--- config.mk ---
export PLATFORM = sky130hd
export DESIGN_NAME = wb_commit_unit
export DESIGN_NICKNAME = d
export VERILOG_FILES = /design/src/rtl/wb_pkg.sv /design/src/rtl/wb_fifo.sv /design/src/rtl/wb_commit_unit.sv
export SDC_FILE = /design/constraint.sdc
export NUM_CORES = 1
export LEC_CHECK = 0
export BUFFER_PORTS_ARGS = -buffer_cell sky130_fd_sc_hd__buf_2
export CAP_MARGIN = 10
export CORE_AREA = 2 2 149 151
export DETAILED_ROUTE_END_ITERATION = 6
export DIE_AREA = 0 0 151 153
export PLACE_DENSITY = 0.68
export REMOVE_ABC_BUFFERS = 1
export SYNTH_ARGS = -nofsm -noshare
export SYNTH_HDL_FRONTEND = slang
export SYNTH_SLANG_ARGS = --single-unit
--- constraint.sdc ---
create_clock -name clk -period 3.7 [get_ports clk]
set_input_delay 0.37 -clock clk [delete_from_list [all_inputs] [get_ports clk]]
set_output_delay 0.37 -clock clk [all_outputs]
set_load 0.05 [all_outputs]
--- src/rtl/wb_pkg.sv ---
// Shared definitions for the writeback commit unit.
// Holds the default datapath widths, the default load-buffer depth and the
// buffered load-result entry type used by the load FIFO.
package wb_pkg;

    localparam int XLEN          = 32;
    localparam int RA_W          = 5;
    localparam int WB_FIFO_DEPTH = 4;

    typedef struct packed {
        logic [RA_W-1:0] rd;
        logic [XLEN-1:0] data;
    } wb_entry_t;

endpackage

--- src/rtl/wb_fifo.sv ---
// Synchronous FIFO buffering load results until the commit port is free.
// Ports:
//   clk, rstn      clock, asynchronous active-low reset (flushes pointers/count)
//   push, wdata    write request and entry; ignored when full
//   pop            read request; ignored when empty
//   rdata          head entry, valid whenever empty=0
//   count          occupancy 0..DEPTH
//   full, empty    occupancy flags
// DEPTH must be a power of two so the pointers wrap naturally.
module wb_fifo
    import wb_pkg::*;
#(
    parameter int W     = $bits(wb_entry_t),
    parameter int DEPTH = WB_FIFO_DEPTH
) (
    input  logic                       clk,
    input  logic                       rstn,
    input  logic                       push,
    input  logic [W-1:0]               wdata,
    input  logic                       pop,
    output logic [W-1:0]               rdata,
    output logic [$clog2(DEPTH+1)-1:0] count,
    output logic                       full,
    output logic                       empty
);

    localparam int AW = $clog2(DEPTH);
    localparam int CW = $clog2(DEPTH + 1);

    logic [W-1:0]  mem [DEPTH];
    logic [AW-1:0] wr_ptr;
    logic [AW-1:0] rd_ptr;
    logic          do_push;
    logic          do_pop;

    assign full    = (count == CW'(DEPTH));
    assign empty   = (count == '0);
    assign do_push = push && !full;
    assign do_pop  = pop && !empty;
    assign rdata   = mem[rd_ptr];

    // Storage: data only, never reset
    always_ff @(posedge clk) begin
        if (do_push) begin
            mem[wr_ptr] <= wdata;
        end
    end

    // Pointers and occupancy
    always_ff @(posedge clk or negedge rstn) begin
        if (!rstn) begin
            wr_ptr <= '0;
            rd_ptr <= '0;
            count  <= '0;
        end else begin
            if (do_push) wr_ptr <= wr_ptr + 1'b1;
            if (do_pop)  rd_ptr <= rd_ptr + 1'b1;
            count <= count + CW'(do_push) - CW'(do_pop);
        end
    end

endmodule

--- src/rtl/wb_commit_unit.sv ---
// Writeback commit unit: owns the register file's single write port.
// ALU results commit the cycle after they arrive and always take priority;
// load results are buffered in wb_fifo and drain when the ALU is idle.
// A pending-destination scoreboard lets decode stall on outstanding loads.
// Ports:
//   clk, rstn                      clock, asynchronous active-low reset
//   alu_valid/alu_rd/alu_data      ALU result, always accepted
//   mem_valid/mem_ready/mem_rd/mem_data  load result handshake (ready registered)
//   iss_valid/iss_rd               load issued by decode, marks rd pending
//   src1_addr/src2_addr            decode source registers
//   src1_busy/src2_busy            source has an outstanding load
//   rf_we/rf_waddr/rf_wdata        registered register-file write port
module wb_commit_unit #(
    parameter int XLEN       = wb_pkg::XLEN,
    parameter int RA_W       = wb_pkg::RA_W,
    parameter int FIFO_DEPTH = wb_pkg::WB_FIFO_DEPTH
) (
    input  logic            clk,
    input  logic            rstn,
    input  logic            alu_valid,
    input  logic [RA_W-1:0] alu_rd,
    input  logic [XLEN-1:0] alu_data,
    input  logic            mem_valid,
    output logic            mem_ready,
    input  logic [RA_W-1:0] mem_rd,
    input  logic [XLEN-1:0] mem_data,
    input  logic            iss_valid,
    input  logic [RA_W-1:0] iss_rd,
    input  logic [RA_W-1:0] src1_addr,
    input  logic [RA_W-1:0] src2_addr,
    output logic            src1_busy,
    output logic            src2_busy,
    output logic            rf_we,
    output logic [RA_W-1:0] rf_waddr,
    output logic [XLEN-1:0] rf_wdata
);

    localparam int NREG = 1 << RA_W;
    localparam int CW   = $clog2(FIFO_DEPTH + 1);
    localparam logic [CW-1:0] DEPTH_C = CW'(FIFO_DEPTH);

    typedef struct packed {
        logic [RA_W-1:0] rd;
        logic [XLEN-1:0] data;
    } entry_t;

    entry_t          push_ent;
    entry_t          head_ent;
    logic            push;
    logic            pop;
    logic            fifo_full;
    logic            fifo_empty;
    logic [CW-1:0]   fifo_count;
    logic [CW-1:0]   next_count;
    logic            ready_q;

    logic            vld_p0;
    logic [RA_W-1:0] rd_p0;
    logic [XLEN-1:0] data_p0;
    logic            vld_p1;
    logic [RA_W-1:0] waddr_p1;
    logic [XLEN-1:0] wdata_p1;

    logic [NREG-1:0] pend;
    logic [NREG-1:0] pend_nxt;

    // Load acceptance and buffering
    assign push          = mem_valid && ready_q;
    assign pop           = !alu_valid && !fifo_empty;
    assign push_ent.rd   = mem_rd;
    assign push_ent.data = mem_data;

    wb_fifo #(
        .W     ($bits(entry_t)),
        .DEPTH (FIFO_DEPTH)
    ) u_fifo (
        .clk   (clk),
        .rstn  (rstn),
        .push  (push),
        .wdata (push_ent),
        .pop   (pop),
        .rdata (head_ent),
        .count (fifo_count),
        .full  (fifo_full),
        .empty (fifo_empty)
    );

    always_comb begin
        next_count = fifo_count;
        if (push && !pop)      next_count = fifo_count + 1'b1;
        else if (pop && !push) next_count = fifo_count - 1'b1;
    end

    // Ready only reflects a pop on the following cycle: no same-cycle bypass
    always_ff @(posedge clk or negedge rstn) begin
        if (!rstn) ready_q <= 1'b0;
        else       ready_q <= (next_count < DEPTH_C);
    end

    assign mem_ready = ready_q;

    // p0: commit arbitration, ALU first, else FIFO head
    always_comb begin
        vld_p0  = 1'b0;
        rd_p0   = alu_rd;
        data_p0 = alu_data;
        if (alu_valid) begin
            vld_p0 = 1'b1;
        end else if (!fifo_empty) begin
            vld_p0  = 1'b1;
            rd_p0   = head_ent.rd;
            data_p0 = head_ent.data;
        end
    end

    // p1: register-file write port; x0 commits are consumed but never written
    always_ff @(posedge clk or negedge rstn) begin
        if (!rstn) begin
            vld_p1   <= 1'b0;
            waddr_p1 <= '0;
            wdata_p1 <= '0;
        end else begin
            vld_p1 <= vld_p0 && (rd_p0 != '0);
            if (vld_p0 && (rd_p0 != '0)) begin
                waddr_p1 <= rd_p0;
                wdata_p1 <= data_p0;
            end
        end
    end

    assign rf_we    = vld_p1;
    assign rf_waddr = waddr_p1;
    assign rf_wdata = wdata_p1;

    // Scoreboard: clear on the edge the register file captures, set wins
    always_comb begin
        pend_nxt = pend;
        if (vld_p1) pend_nxt[waddr_p1] = 1'b0;
        if (iss_valid && (iss_rd != '0)) pend_nxt[iss_rd] = 1'b1;
    end

    always_ff @(posedge clk or negedge rstn) begin
        if (!rstn) pend <= '0;
        else       pend <= pend_nxt;
    end

    assign src1_busy = (src1_addr != '0) && pend[src1_addr];
    assign src2_busy = (src2_addr != '0) && pend[src2_addr];

    // Decode must never send an ALU write to a register with a load in flight
    a_alu_not_pending: assert property (@(posedge clk) disable iff (!rstn)
        !(alu_valid && (alu_rd != '0) && pend[alu_rd]));

    a_no_push_full: assert property (@(posedge clk) disable iff (!rstn)
        !(push && fifo_full));

endmodule

Word level (Yosys, flattened, before mapping)
Memories as Yosys holds them, arrays and structs flattened. Index checks and enable logic that the tools add are counted.

Memories kept: 1. Bits of input ports: 94. Output and inout bits: 41. Bits in writable memories: 148. Logic and storage cells: 68. Flip-flop bits (word level): 78.

Reduce and logical (&&, ||, !) cells: 22. Bitwise gates (word level): 3. Order comparisons: 7. Eq/ne operators: 1. $add $sub $neg: 6. Mux-type cells: 20.

Memories: u_fifo.mem (depth 4, bits a word 37, rd ports 1, clocked after Yosys merged registers in 0, wr ports 1, RTL line wb_fifo.sv:30) `logic [W-1:0] mem [DEPTH];`.

Operator list (count): $mux 32 (4); $and 32x32->32 (1); $not 32->32 (1); $or 32x32->32 (1); $lt 5x6->1 const B (4); $reduce_bool 5->1 (4); $logic_and 1x1->1 (12); $bmux 1 s5 (2); $demux 1 s5 (2); $ge 5x1->1 const B (2); $mux 5 (2); $mux 1 (8); $mux 3 (2); $logic_not 1->1 (5); $add 2x1->2 const B (2); $add 3x1->3 (1); $add 3x1->3 const B (1); $eq 3x3->1 const B (1); $logic_not 3->1 (1); $lt 3x3->1 const B (1); $sub 3x1->3 (1); $sub 3x1->3 const B (1).

Logic depth before layout (Yosys ltp)
Gate-level depths: netlist (run 1).

Depth in word-level cells: 9. Mapped depth: 12. Gate-level depth less buffers: 9.

Modules after synthesis
A second synthesis (run 1) with hierarchy kept.

Cells, all modules: 556. Area total of the unflattened synthesis: 9649.3 µm².

By module, submodules not included: wb_fifo (area each 5796.8 µm², times used 1, sequential area each 4619.4 µm², cells each 234); wb_commit_unit (area each 3852.4 µm², times used 1, sequential area each 1751.7 µm², cells each 322).

Worst setup path before layout (run 1)
OpenSTA, ideal clock, no wires.

Path type: reg2reg. Start: reg u_fifo.count[2]. End: reg u_fifo.count[2]. Buffers on the path: 3. Arrival: 2604 ps. Slack: 967 ps. Cell stages (with the launch flop): 13. Data required time: 3572 ps. Clock period less this slack: 2733 ps. Library setup time: 128 ps. Cells stage by stage: dfrtp_1 -> clkbuf_1 -> nor3_1 -> nor2_1 -> buf_1 -> buf_1 -> ha_1 -> inv_1 -> ha_1 -> inv_1 -> fa_1 -> xnor2_1 -> xnor2_1.

Word-level cells in the longest chain between the ends: 5. Elaborated cells between the ends (all ways): 9. Classes of those cells: add/sub: 2; eq/ne: 1; reduce/logical: 6.

RTL lines: start, declared (RTL line wb_fifo.sv:22) `output logic [$clog2(DEPTH+1)-1:0] count,`; start signal, assigned (RTL line wb_fifo.sv:58) `count <= count + CW'(do_push) - CW'(do_pop);`; $logic_not 3->1 (*) (RTL line wb_fifo.sv:37) `assign empty = (count == '0);`; $logic_not 1->1 (*) (RTL line wb_fifo.sv:39, wb_commit_unit.sv:69); $logic_and 1x1->1 (RTL line wb_commit_unit.sv:69) `assign pop = !alu_valid && !fifo_empty;`; $logic_and 1x1->1 (*) (RTL line wb_fifo.sv:39) `assign do_pop = pop && !empty;`; via u_fifo.do_pop (RTL line wb_fifo.sv:34) `logic do_pop;`; $sub 3x1->3 (*) (RTL line wb_fifo.sv:58).

The timed path passes the listed nets; every way through them passes the cells marked *. A chain may end at the register's enable or synchronous reset.

Final worst setup path (run 1)
Start: reg u_fifo.rd_ptr[0]. End: reg wdata_p1[31], in the netlist rf_wdata[31].

Word-level cells in the longest chain between the ends: 5. Elaborated cells between the ends (all ways): 7. Classes of those cells: mux: 4; reduce/logical: 2; memory: 1.

RTL lines: start, declared (RTL line wb_fifo.sv:32) `logic [AW-1:0] rd_ptr;`; start signal, assigned (RTL line wb_fifo.sv:57) `if (do_pop) rd_ptr <= rd_ptr + 1'b1;`; $mem_v2 4x37 (*); $mux 5 (RTL line wb_commit_unit.sv:109) `end else if (!fifo_empty) begin`; $mux 5 (RTL line wb_commit_unit.sv:107) `if (alu_valid) begin`; $reduce_bool 5->1 (RTL line wb_commit_unit.sv:124) `if (vld_p0 && (rd_p0 != '0)) begin`; $logic_and 1x1->1 (RTL line wb_commit_unit.sv:124); end signal, assigned (RTL line wb_commit_unit.sv:126) `wdata_p1 <= data_p0;`; end, declared (RTL line wb_commit_unit.sv:62) `logic [XLEN-1:0] wdata_p1;`.

Mark *: on every way between the ends. The rest lies on a longest branch, timed or not.

==> flow_metrics.env, run 1 <==
export IMPL_status="finished, final reports clean"
export IMPL_rsz0062_at_grt="false"
export IMPL_path_clk_slew_ns=0.07
export IMPL_ios=135
export IMPL_clk_path_buf_depth=3
export IMPL_antenna_found_initial=2
export IMPL_cp_max_fo=21
export IMPL_drc=0
export IMPL_worst_setup_path_end_kind="flip-flop"
export IMPL_wl_mm=19.99
export IMPL_cts_resized_gates=0
export IMPL_rows=54
export IMPL_p_per_area_mw_per_mm2=841.7
export IMPL_power_w=0.009449
export IMPL_grt_first_pass_wirelength_mm=31.46
export IMPL_max_freq_mhz=331.5
export IMPL_irDropWorstVdd_mv=0.4949
export IMPL_synth_edff_count=148
export IMPL_clockRootBuffer="clkbuf_16"
export IMPL_synth_most_common_cell="edfxtp_1"
export IMPL_vias=5275
export IMPL_yosys_top_cells_count="edfxtp_1, dfrtp_1, o21ai_0, mux4_2, mux2_2"
export IMPL_p_sw_w=0.003394
export IMPL_hold_path_class="input port to asynchronous set/reset pin"
export IMPL_grt_max_degree=78
export IMPL_yosysSeqAreaShare_pct=66.67
export IMPL_synth_ff_type="edfxtp_1"
export IMPL_yosysWarnings=0
export IMPL_yosysTopAreaCellShare_pct=46.50
export IMPL_postRouteAntennaNets=0
export IMPL_numPortBuffers=134
export IMPL_tightest_slew_ns=1.038
export IMPL_cts_sinks=225
export IMPL_cts_buffers=22
export IMPL_async_flop_share_pct=34.22
export IMPL_syn2layout_area_growth_pct=17.48
export IMPL_p_sw_share_pct=35.91
export IMPL_slew_violations=0
export IMPL_fp_coreArea_mm2=0.02149
export IMPL_dp_hpwl_mm=13.34
export IMPL_place_gp_congestion=0.7852
export IMPL_cp_arrival_ns=3.40
export IMPL_finalHoldViolCount=0
export IMPL_ys_seq_elements=225
export IMPL_start_util_pct=44.48
export IMPL_power_frac_clock_pct=22.2
export IMPL_syn_area_mm2=0.009557
export IMPL_grt_pass1_vias=5777
export IMPL_relSlewSlack_pct=30.78
export IMPL_dp_cells=918
export IMPL_dieHeight_um=153
export IMPL_fp_dieArea_mm2=0.02310
export IMPL_nNetsFinal=763
export IMPL_fin_crit_sh_pct=81.52
export IMPL_viasPerCell=5.501
export IMPL_seqPwrFrac_pct=41.3
export IMPL_hold_buffers=0
export IMPL_synth_top_area_cell="edfxtp_1"
export IMPL_synth_cell_types=36
export IMPL_cts_tree="yes"
export IMPL_grtUsageTotal_pct=17.60
export IMPL_n_fill_cell=1779
export IMPL_max_cap_violations=0
export IMPL_post_cts_buffers=0
export IMPL_grt_ovfl_total=0
export IMPL_ys_top_cells_by_area="edfxtp_1, dfrtp_1, mux4_2"
export IMPL_reg2reg_slack_ns=0.68
export IMPL_dr_pass1_iters=4
export IMPL_wl_per_cell_um=20.84
export IMPL_pwr_share_comb_pct=36.5
export IMPL_final_cells=959
export IMPL_start_kind="flip-flop"
export IMPL_min_period_ns=3.016
export IMPL_clk_latency_ns=0.51
export IMPL_crit_type="flip-flop to flip-flop"
export IMPL_drt_initial_drc_count=247
export IMPL_htree_num_levels=1
export IMPL_fin_util_pct=52.25
export IMPL_drive_gt1_share_pct=46.90
export IMPL_syn_inst=514
export IMPL_syn_area_per_cell_um2=18.59
export IMPL_internal_power_w=0.006056
export IMPL_clock_skew_ns=0.008891
export IMPL_die_w_um=151
export IMPL_setup_viol=0
export IMPL_p_leak_nw=4.193
export IMPL_cp_data_required_time_ns=4.08
## per-stage QoR
stage / worst slack, ns / hold slack (ns) / cell area, um^2 / setup TNS, ns
2_1_floorplan: -0.6440 / 0.07441 / 9429 / -21.40
3_3_place_gp: 0.7112 / 0.4844 / 10540 / 0
3_5_place_dp: 0.6407 / 0.4886 / 10540 / 0
4_1_cts: 0.6316 / 0.05815 / 11220 / 0
5_1_grt: 0.5405 / 0.06304 / 11220 / 0
6_report: 0.6838 / 0.05089 / 11230 / 0
## critical path: stages, from the launching register on
cell and delay (ns):
dfrtp_2 0.65, mux4_1 0.65, or4_4 0.58, o221ai_4 0.19
buf_4 0.40, mux2_2 0.39
## layout make-up
cell class / count / area [um^2] / share of cell area (%)
sequential: 225 / 6374 / 56.77
multi-input combinational: 261 / 3040 / 27.08
timing repair buffer: 144 / 748.2 / 6.664
clock buffer: 26 / 596.8 / 5.316
tap: 280 / 350.3 / 3.120
clock inverter: 14 / 85.08 / 0.7578
inverter: 8 / 30.03 / 0.2675
antenna: 1 / 2.502 / 0.02229
## flip-flops by register name (all words and copies together) (netlist names)
name	flops
mem_ready	1
pend	31
rf_waddr	5
rf_wdata	32
rf_we	1
u_fifo.count	3
u_fifo.mem	148
u_fifo.rd_ptr	2
u_fifo.wr_ptr	2
## cell usage in the layout (no fill, tap or decap), drive strengths merged, types with 9 or more instances in the layout
cell,n
edfxtp,148
o21ai,63
mux2,73
mux4,55
clkinv,11
nand3b,10
clkbuf,26
inv,9
buf,144
dfrtp,77
## power by group through the flow
stage               Combinational (W)  Sequential [W]  Clock, W
finish                        0.00345         0.00391   0.00210
global route                  0.00370         0.00399   0.00226
CTS                           0.00349         0.00391   0.00216
detailed placement            0.00348         0.00395         0
global placement              0.00340         0.00390         0
floorplan                     0.00180         0.00466         0
## per-layer routing
layer | vias to the layer above | track usage [%] | part of all wire (%)
li1 | 2349 | - | -
met3 | 26 | 3.970 | 7.4
met1 | 2714 | 23.71 | 42
met4 | 2 | 4.539 | 1.5
met5 | - | 0 | 0.075
met2 | 184 | 29.13 | 49
## final timing paths
path	startpoint	end	cells after the start
max	u_fifo.rd_ptr[0]$_DFFE_PN0P_	rf_wdata[31]$_DFFE_PN0P_	5
min	rstn	pend[26]$_DFF_PN0_	1
max reg2reg	u_fifo.rd_ptr[0]$_DFFE_PN0P_	rf_wdata[31]$_DFFE_PN0P_	5
min reg2reg	rf_wdata[24]$_DFFE_PN0P_	rf_wdata[24]$_DFFE_PN0P_	1
max in group asynchronous	rstn	u_fifo.rd_ptr[1]$_DFFE_PN0P_	1
min in group clk	mem_rd[2]	u_fifo.mem[1][34]$_DFFE_PP_	1
## cells by family (layout without fill, tap and decap cells)
kind of cell / Yosys count / after routing / synth area share, %
XOR/XNOR: 5 / 5 / 0.4582
buffers and inverters: 28 / 192 / 1.650
other: 0 / 1 / 0
AO/OA/AOI/OAI: 75 / 75 / 4.308
multiplexers: 131 / 131 / 23.10
AND/OR/NAND/NOR: 43 / 43 / 2.828
adder cells (fa/ha/maj): 7 / 7 / 0.9950
flip-flops: 225 / 225 / 66.67
No activity file was read; power rests on OpenSTA's default activity.
==> inputs of run 2 (changes only) <==
--- a/config.mk
+++ b/config.mk
@@ -10,7 +10,7 @@
 export CORE_AREA = 2 2 149 151
 export DETAILED_ROUTE_END_ITERATION = 6
 export DIE_AREA = 0 0 151 153
-export PLACE_DENSITY = 0.68
+export PLACE_DENSITY = 0.7
 export REMOVE_ABC_BUFFERS = 1
 export SYNTH_ARGS = -nofsm -noshare
 export SYNTH_HDL_FRONTEND = slang
==> constraint.sdc (replaced) <==
create_clock -name clk -period 2.7 [get_ports clk]
set_input_delay 0.27 -clock clk [delete_from_list [all_inputs] [get_ports clk]]
set_output_delay 0.27 -clock clk [all_outputs]
set_load 0.05 [all_outputs]
==> run 2 against run 1 <==
Effect of this change:
- final cell count grew 5.2%
- register-to-register slack lost 0.57 ns
- critical path type is now flip-flop to primary output
- critical path depth shrank 1
- non-clock buffer count grew 48
- combinational power grew 46%
- clock-buffer cell count grew 1
- die area is the same
- largest power group unchanged
- highest routed layer is now met4
==> flow_metrics.env, run 2 (synthesis gave the netlist of run 1 again) <==
export IMPL_status="finished, final reports clean"
export IMPL_htree_num_levels=1
export IMPL_ios=135
export IMPL_fp_coreArea_mm2=0.02149
export IMPL_p_leak_nw=4.475
export IMPL_grt_first_pass_wirelength_mm=31.73
export IMPL_max_cap_violations=0
export IMPL_tns_ns=0
export IMPL_wl_mm=20.56
export IMPL_rows=54
export IMPL_largest_register_ffs=148
export IMPL_hold_path_class="input port to flip-flop"
export IMPL_worst_setup_path_end_kind="primary output"
export IMPL_grt_pass1_vias=5813
export IMPL_irDropWorstVdd_mv=0.6728
export IMPL_fin_crit_sh_pct=96.45
export IMPL_fp_dieArea_mm2=0.02310
export IMPL_max_freq_mhz=384.0
export IMPL_setup_slack_ns=0.09587
export IMPL_min_period_ns=2.604
export IMPL_p_per_area_mw_per_mm2=1149
export IMPL_viasPerCell=5.434
export IMPL_cp_max_fo=3
export IMPL_fin_area_mm2=0.01189
export IMPL_antenna_found_initial=2
export IMPL_power_w=0.01367
export IMPL_numPortBuffers=134
export IMPL_grt_ovfl_total=0
export IMPL_reg2regPathDepth=6
export IMPL_dieHeight_um=153
export IMPL_clockRootBuffer="clkbuf_16"
export IMPL_dr_pass1_iters=5
export IMPL_grt_max_degree=54
export IMPL_cp_arrival_ns=2.33
export IMPL_holdPathStages=1
export IMPL_setup_viol=0
export IMPL_nNetsFinal=812
export IMPL_cp_data_required_time_ns=2.43
export IMPL_dp_hpwl_mm=13.43
export IMPL_crit_type="flip-flop to primary output"
export IMPL_relSlewSlack_pct=50.94
export IMPL_mostFrequentLayoutCells="edfxtp_1, buf_2, dfrtp_1, o21ai_0, mux4_2"
export IMPL_rsz0062_at_grt="false"
export IMPL_placed_cell_area_mm2=0.01065
export IMPL_drt_initial_drc_count=367
export IMPL_postRouteAntennaNets=0
export IMPL_start_util_pct=44.48
export IMPL_die_w_um=151
export IMPL_grtUsageTotal_pct=17.67
export IMPL_tightest_slew_ns=0.7359
export IMPL_wl_per_cell_um=20.38
export IMPL_regMostFlops="u_fifo.mem"
export IMPL_final_cells=1009
export IMPL_dp_worst_setup_slack_ns=0.06894
export IMPL_dp_cells=925
export IMPL_path_clk_slew_ns=0.06
export IMPL_cts_sinks=225
export IMPL_clock_skew_ns=0.007900
export IMPL_vias=5483
export IMPL_finalHoldViolCount=0
export IMPL_clk_latency_ns=0.50
export IMPL_place_gp_congestion=0.8588
export IMPL_layout_commonest_cell="edfxtp_1"
export IMPL_slew_violations=0
export IMPL_drive_gt1_share_pct=45.94
export IMPL_clk_path_buf_depth=3
export IMPL_start_kind="flip-flop"
export IMPL_syn2layout_area_growth_pct=24.46
export IMPL_cts_buffers=23
export IMPL_drc=0
export IMPL_cts_tree="yes"
[run 2: critical path, cell delays in order, from the launching register on]
cell	delay, ns
dfrtp_1	0.39
mux4_2	0.49
mux4_2	0.48
mux2_2	0.27
buf_2	0.21
[run 2: path summary, 6_finish.rpt]
kind | from | endpoint | slack [ns]
setup / recovery | pend[15]$_DFF_PN0_ | src2_busy | 0.1
hold reg to reg | rf_wdata[3]$_DFFE_PN0P_ | rf_wdata[3]$_DFFE_PN0P_ | 0.50
setup reg to reg | u_fifo.rd_ptr[0]$_DFFE_PN0P_ | rf_wdata[31]$_DFFE_PN0P_ | 0.11
hold / removal | mem_data[26] | u_fifo.mem[0][26]$_DFFE_PP_ | 0.01
min in group asynchronous | rstn | pend[24]$_DFF_PN0_ | 0.38
max in group asynchronous | rstn | rf_wdata[15]$_DFFE_PN0P_ | 1.62
[run 2: power breakdown]
group          switching, W  internal [W]  total [W]
combinational       0.00284       0.00220    0.00504
clock               0.00125       0.00207    0.00332
sequential         0.000616       0.00469    0.00531
[run 2: layer usage]
layer / up-vias / track usage (%) / part of all wire [%]
met4: 0 / 3.560 / 1.5
met5: - / 0 / 0
met3: 31 / 4.209 / 7.7
met1: 2784 / 23.31 / 41
li1: 2463 / - / -
met2: 205 / 30.09 / 50
[run 2: timing repair]
action | 4_1_cts | 5_1_grt
hold buffers | 37 | 0
resized for setup | 0 | 2
setup endpoints to repair | 0 | 1
hold endpoints to repair | 195 | 0
setup buffers | 0 | 2
[run 2: cell type report]
cell class              instances  area (um^2)
diodes                          2        5.005
clock buffers                  27        600.6
clock inverters                14        202.7
fillers                      1713         9592
inverters                       8        30.03
multi-input cells             261         3033
flip-flops and latches        225         6374
well taps                     280        350.3
repair buffers                192         1299
[run 2: stage by stage]
stage | hold slack [ns] | util [%]
6_report | 0.01458 | 55.36
5_1_grt | 0.01068 | 55.33
4_1_cts | 0.001265 | 55.01
3_5_place_dp | 0.3794 | 49.55
3_3_place_gp | 0.3559 | 49.55
2_1_floorplan | -0.02559 | -
==> inputs of run 3 (changes only) <==
--- a/config.mk
+++ b/config.mk
@@ -7,10 +7,10 @@
 export LEC_CHECK = 0
 export BUFFER_PORTS_ARGS = -buffer_cell sky130_fd_sc_hd__buf_2
 export CAP_MARGIN = 10
-export CORE_AREA = 2 2 149 151
+export CORE_AREA = 2 2 158 160
 export DETAILED_ROUTE_END_ITERATION = 6
-export DIE_AREA = 0 0 151 153
-export PLACE_DENSITY = 0.7
+export DIE_AREA = 0 0 160 162
+export PLACE_DENSITY = 0.64
 export REMOVE_ABC_BUFFERS = 1
 export SYNTH_ARGS = -nofsm -noshare
 export SYNTH_HDL_FRONTEND = slang
==> run 3 against run 2 <==
Effect of this change:
- total power down 0.73%
- via count rose by 0.97%
- final cell count grew 4.4%
- clock-buffer cell count increased by 5
- sequential share of layout area down 0.21 points
- clock power fell by 3%
- combinational power about the same
- design area up 0.40%
- clock skew rose by 0.0017 ns
- hold slack improved by 0.064 ns
- sequential cell count did not move
- critical path type unchanged
- highest routed layer unchanged
==> flow_metrics.env, run 3 (synthesis gave the netlist of run 1 again) <==
export IMPL_regArea_mm2=0.006374
export IMPL_start_util_pct=39.64
export IMPL_place_gp_congestion=0.8326
export IMPL_status="finished, final reports clean"
export IMPL_relSlewSlack_pct=59.51
export IMPL_mostFrequentLayoutCells="edfxtp_1, buf_2, dfrtp_1, o21ai_0, mux4_2"
export IMPL_dp_hpwl_mm=14.25
export IMPL_numPortBuffers=134
export IMPL_reg2regPathDepth=5
export IMPL_rsz0062_at_grt="false"
export IMPL_placed_cell_area_mm2=0.01076
export IMPL_fin_crit_sh_pct=97.39
export IMPL_largest_register_ffs=148
export IMPL_clk_path_buf_depth=3
export IMPL_die_w_um=160
export IMPL_antenna_found_initial=0
export IMPL_p_per_area_mw_per_mm2=1136
export IMPL_drive_gt1_share_pct=45.13
export IMPL_worst_setup_path_end_kind="primary output"
export IMPL_drc=0
export IMPL_hold_path_class="input port to flip-flop"
export IMPL_viasPerCell=5.257
export IMPL_cts_buffers=25
export IMPL_syn2layout_area_growth_pct=24.95
export IMPL_p_leak_nw=4.470
export IMPL_slew_violations=0
export IMPL_max_cap_violations=0
export IMPL_setup_viol=0
export IMPL_wl_mm=21.36
export IMPL_grtUsageTotal_pct=16.49
export IMPL_num_antenna_cells=0
export IMPL_dp_cells=969
export IMPL_grt_pass1_vias=6007
export IMPL_max_freq_mhz=380.3
export IMPL_irDropWorstVdd_mv=0.6925
export IMPL_rows=57
export IMPL_htree_num_levels=1
export IMPL_multiInputGateArea_mm2=0.003040
export IMPL_post_cts_buffers=0
export IMPL_path_clk_slew_ns=0.06
export IMPL_grt_first_pass_wirelength_mm=33.56
export IMPL_holdPathStages=3
export IMPL_min_period_ns=2.630
export IMPL_wl_per_cell_um=20.29
export IMPL_nNetsFinal=811
export IMPL_cp_data_required_time_ns=2.43
export IMPL_crit_type="flip-flop to primary output"
export IMPL_dr_pass1_iters=5
export IMPL_fp_coreArea_mm2=0.02411
export IMPL_n_fill_cell=2040
export IMPL_drt_initial_drc_count=355
export IMPL_wl_met3_mm=1.427
export IMPL_grt_ovfl_total=0
export IMPL_met1_length_mm=9.147
export IMPL_fp_dieArea_mm2=0.02592
export IMPL_dr_max_layer_used="met4"
export IMPL_regMostFlops="u_fifo.mem"
export IMPL_fin_util_pct=49.54
export IMPL_finalHoldViolCount=0
export IMPL_postRouteAntennaNets=0
export IMPL_tns_ns=0
export IMPL_start_kind="flip-flop"
export IMPL_cts_tree="yes"
export IMPL_wl_met2_mm=10.46
export IMPL_clk_latency_ns=0.51
export IMPL_dieHeight_um=162
export IMPL_layout_commonest_cell="edfxtp_1"
export IMPL_cp_arrival_ns=2.36
export IMPL_clockRootBuffer="clkbuf_16"
export IMPL_cts_sinks=225
export IMPL_grt_max_degree=44
export IMPL_cp_max_fo=3
export IMPL_vias=5536
export IMPL_final_cells=1053
export IMPL_fin_area_mm2=0.01194
export IMPL_clock_skew_ns=0.009618
export IMPL_ios=135
export IMPL_tightest_slew_ns=0.6073
-- run 3: changes by cell type in the layout (fill, tap and decap cells not counted), moves of 2 or more --
cell       change
bufinv_16      -4
buf_4          -7
mux4_1         +2
clkbuf_8       +2
clkinv_1       +3
diode_2        -2
buf_12         +4
mux4_2         -2
-- run 3: power breakdown --
part | switching (W) | internal (W) | leakage (nW)
clock network | 0.00134 | 0.00189 | 0.386
logic | 0.00285 | 0.00218 | 1.84
registers | 0.000623 | 0.00469 | 2.24
total | 0.00481 | 0.00876 | 4.47
-- run 3: stage by stage --
step	setup slack (ns)	hold WS, ns	total power [W]
after floorplan	-1.644	-0.02559	0.008849
after global placement	0.08351	0.3007	0.01020
after detailed placement	0.01806	0.3236	0.01038
after CTS	0.006778	0.06292	0.01370
after global routing	0.01350	0.08295	0.01426
final	0.07047	0.07874	0.01357
-- run 3: layout make-up --
| cell class | count | area share, % |
|---|---|---|
| flip-flops and latches | 225 | 53.37 |
| repair buffers | 189 | 10.87 |
| multi-input cells | 261 | 25.46 |
| well taps | 324 | 3.395 |
| clock inverters | 14 | 0.9430 |
| inverters | 8 | 0.2515 |
| clock buffers | 32 | 5.710 |
-- run 3: repair_timing --
action | 4_1_cts | 5_1_grt
endpoints found under the setup margin | 0 | 8
hold buffers | 38 | 0
resized for setup | 0 | 1
endpoints found under the hold margin | 190 | 0
-- run 3: critical path, stage by stage (launching register included) --
cell,delay [ns]
dfrtp_1,0.42
mux4_2,0.47
mux4_2,0.47
mux2_2,0.28
buf_2,0.21
-- run 3: metal layers --
layer	GRT usage, %	vias to the layer above
li1	-	2456
met4	3.808	0
met1	22.26	2826
met2	27.80	227
met5	0	-
met3	3.371	27
-- run 3: path summary, 6_finish.rpt --
check                                             start                      endpoint  slack [ns]
max                                   pend[4]$_DFF_PN0_                     src1_busy        0.07
min                                           mem_valid           mem_ready$_DFF_PN0_        0.08
max reg2reg                u_fifo.rd_ptr[0]$_DFFE_PN0P_       rf_wdata[0]$_DFFE_PN0P_        0.07
min reg2reg                     rf_wdata[1]$_DFFE_PN0P_       rf_wdata[1]$_DFFE_PN0P_        0.51
max in group asynchronous                          rstn  u_fifo.rd_ptr[0]$_DFFE_PN0P_        1.71
min in group asynchronous                          rstn            pend[31]$_DFF_PN0_        0.30
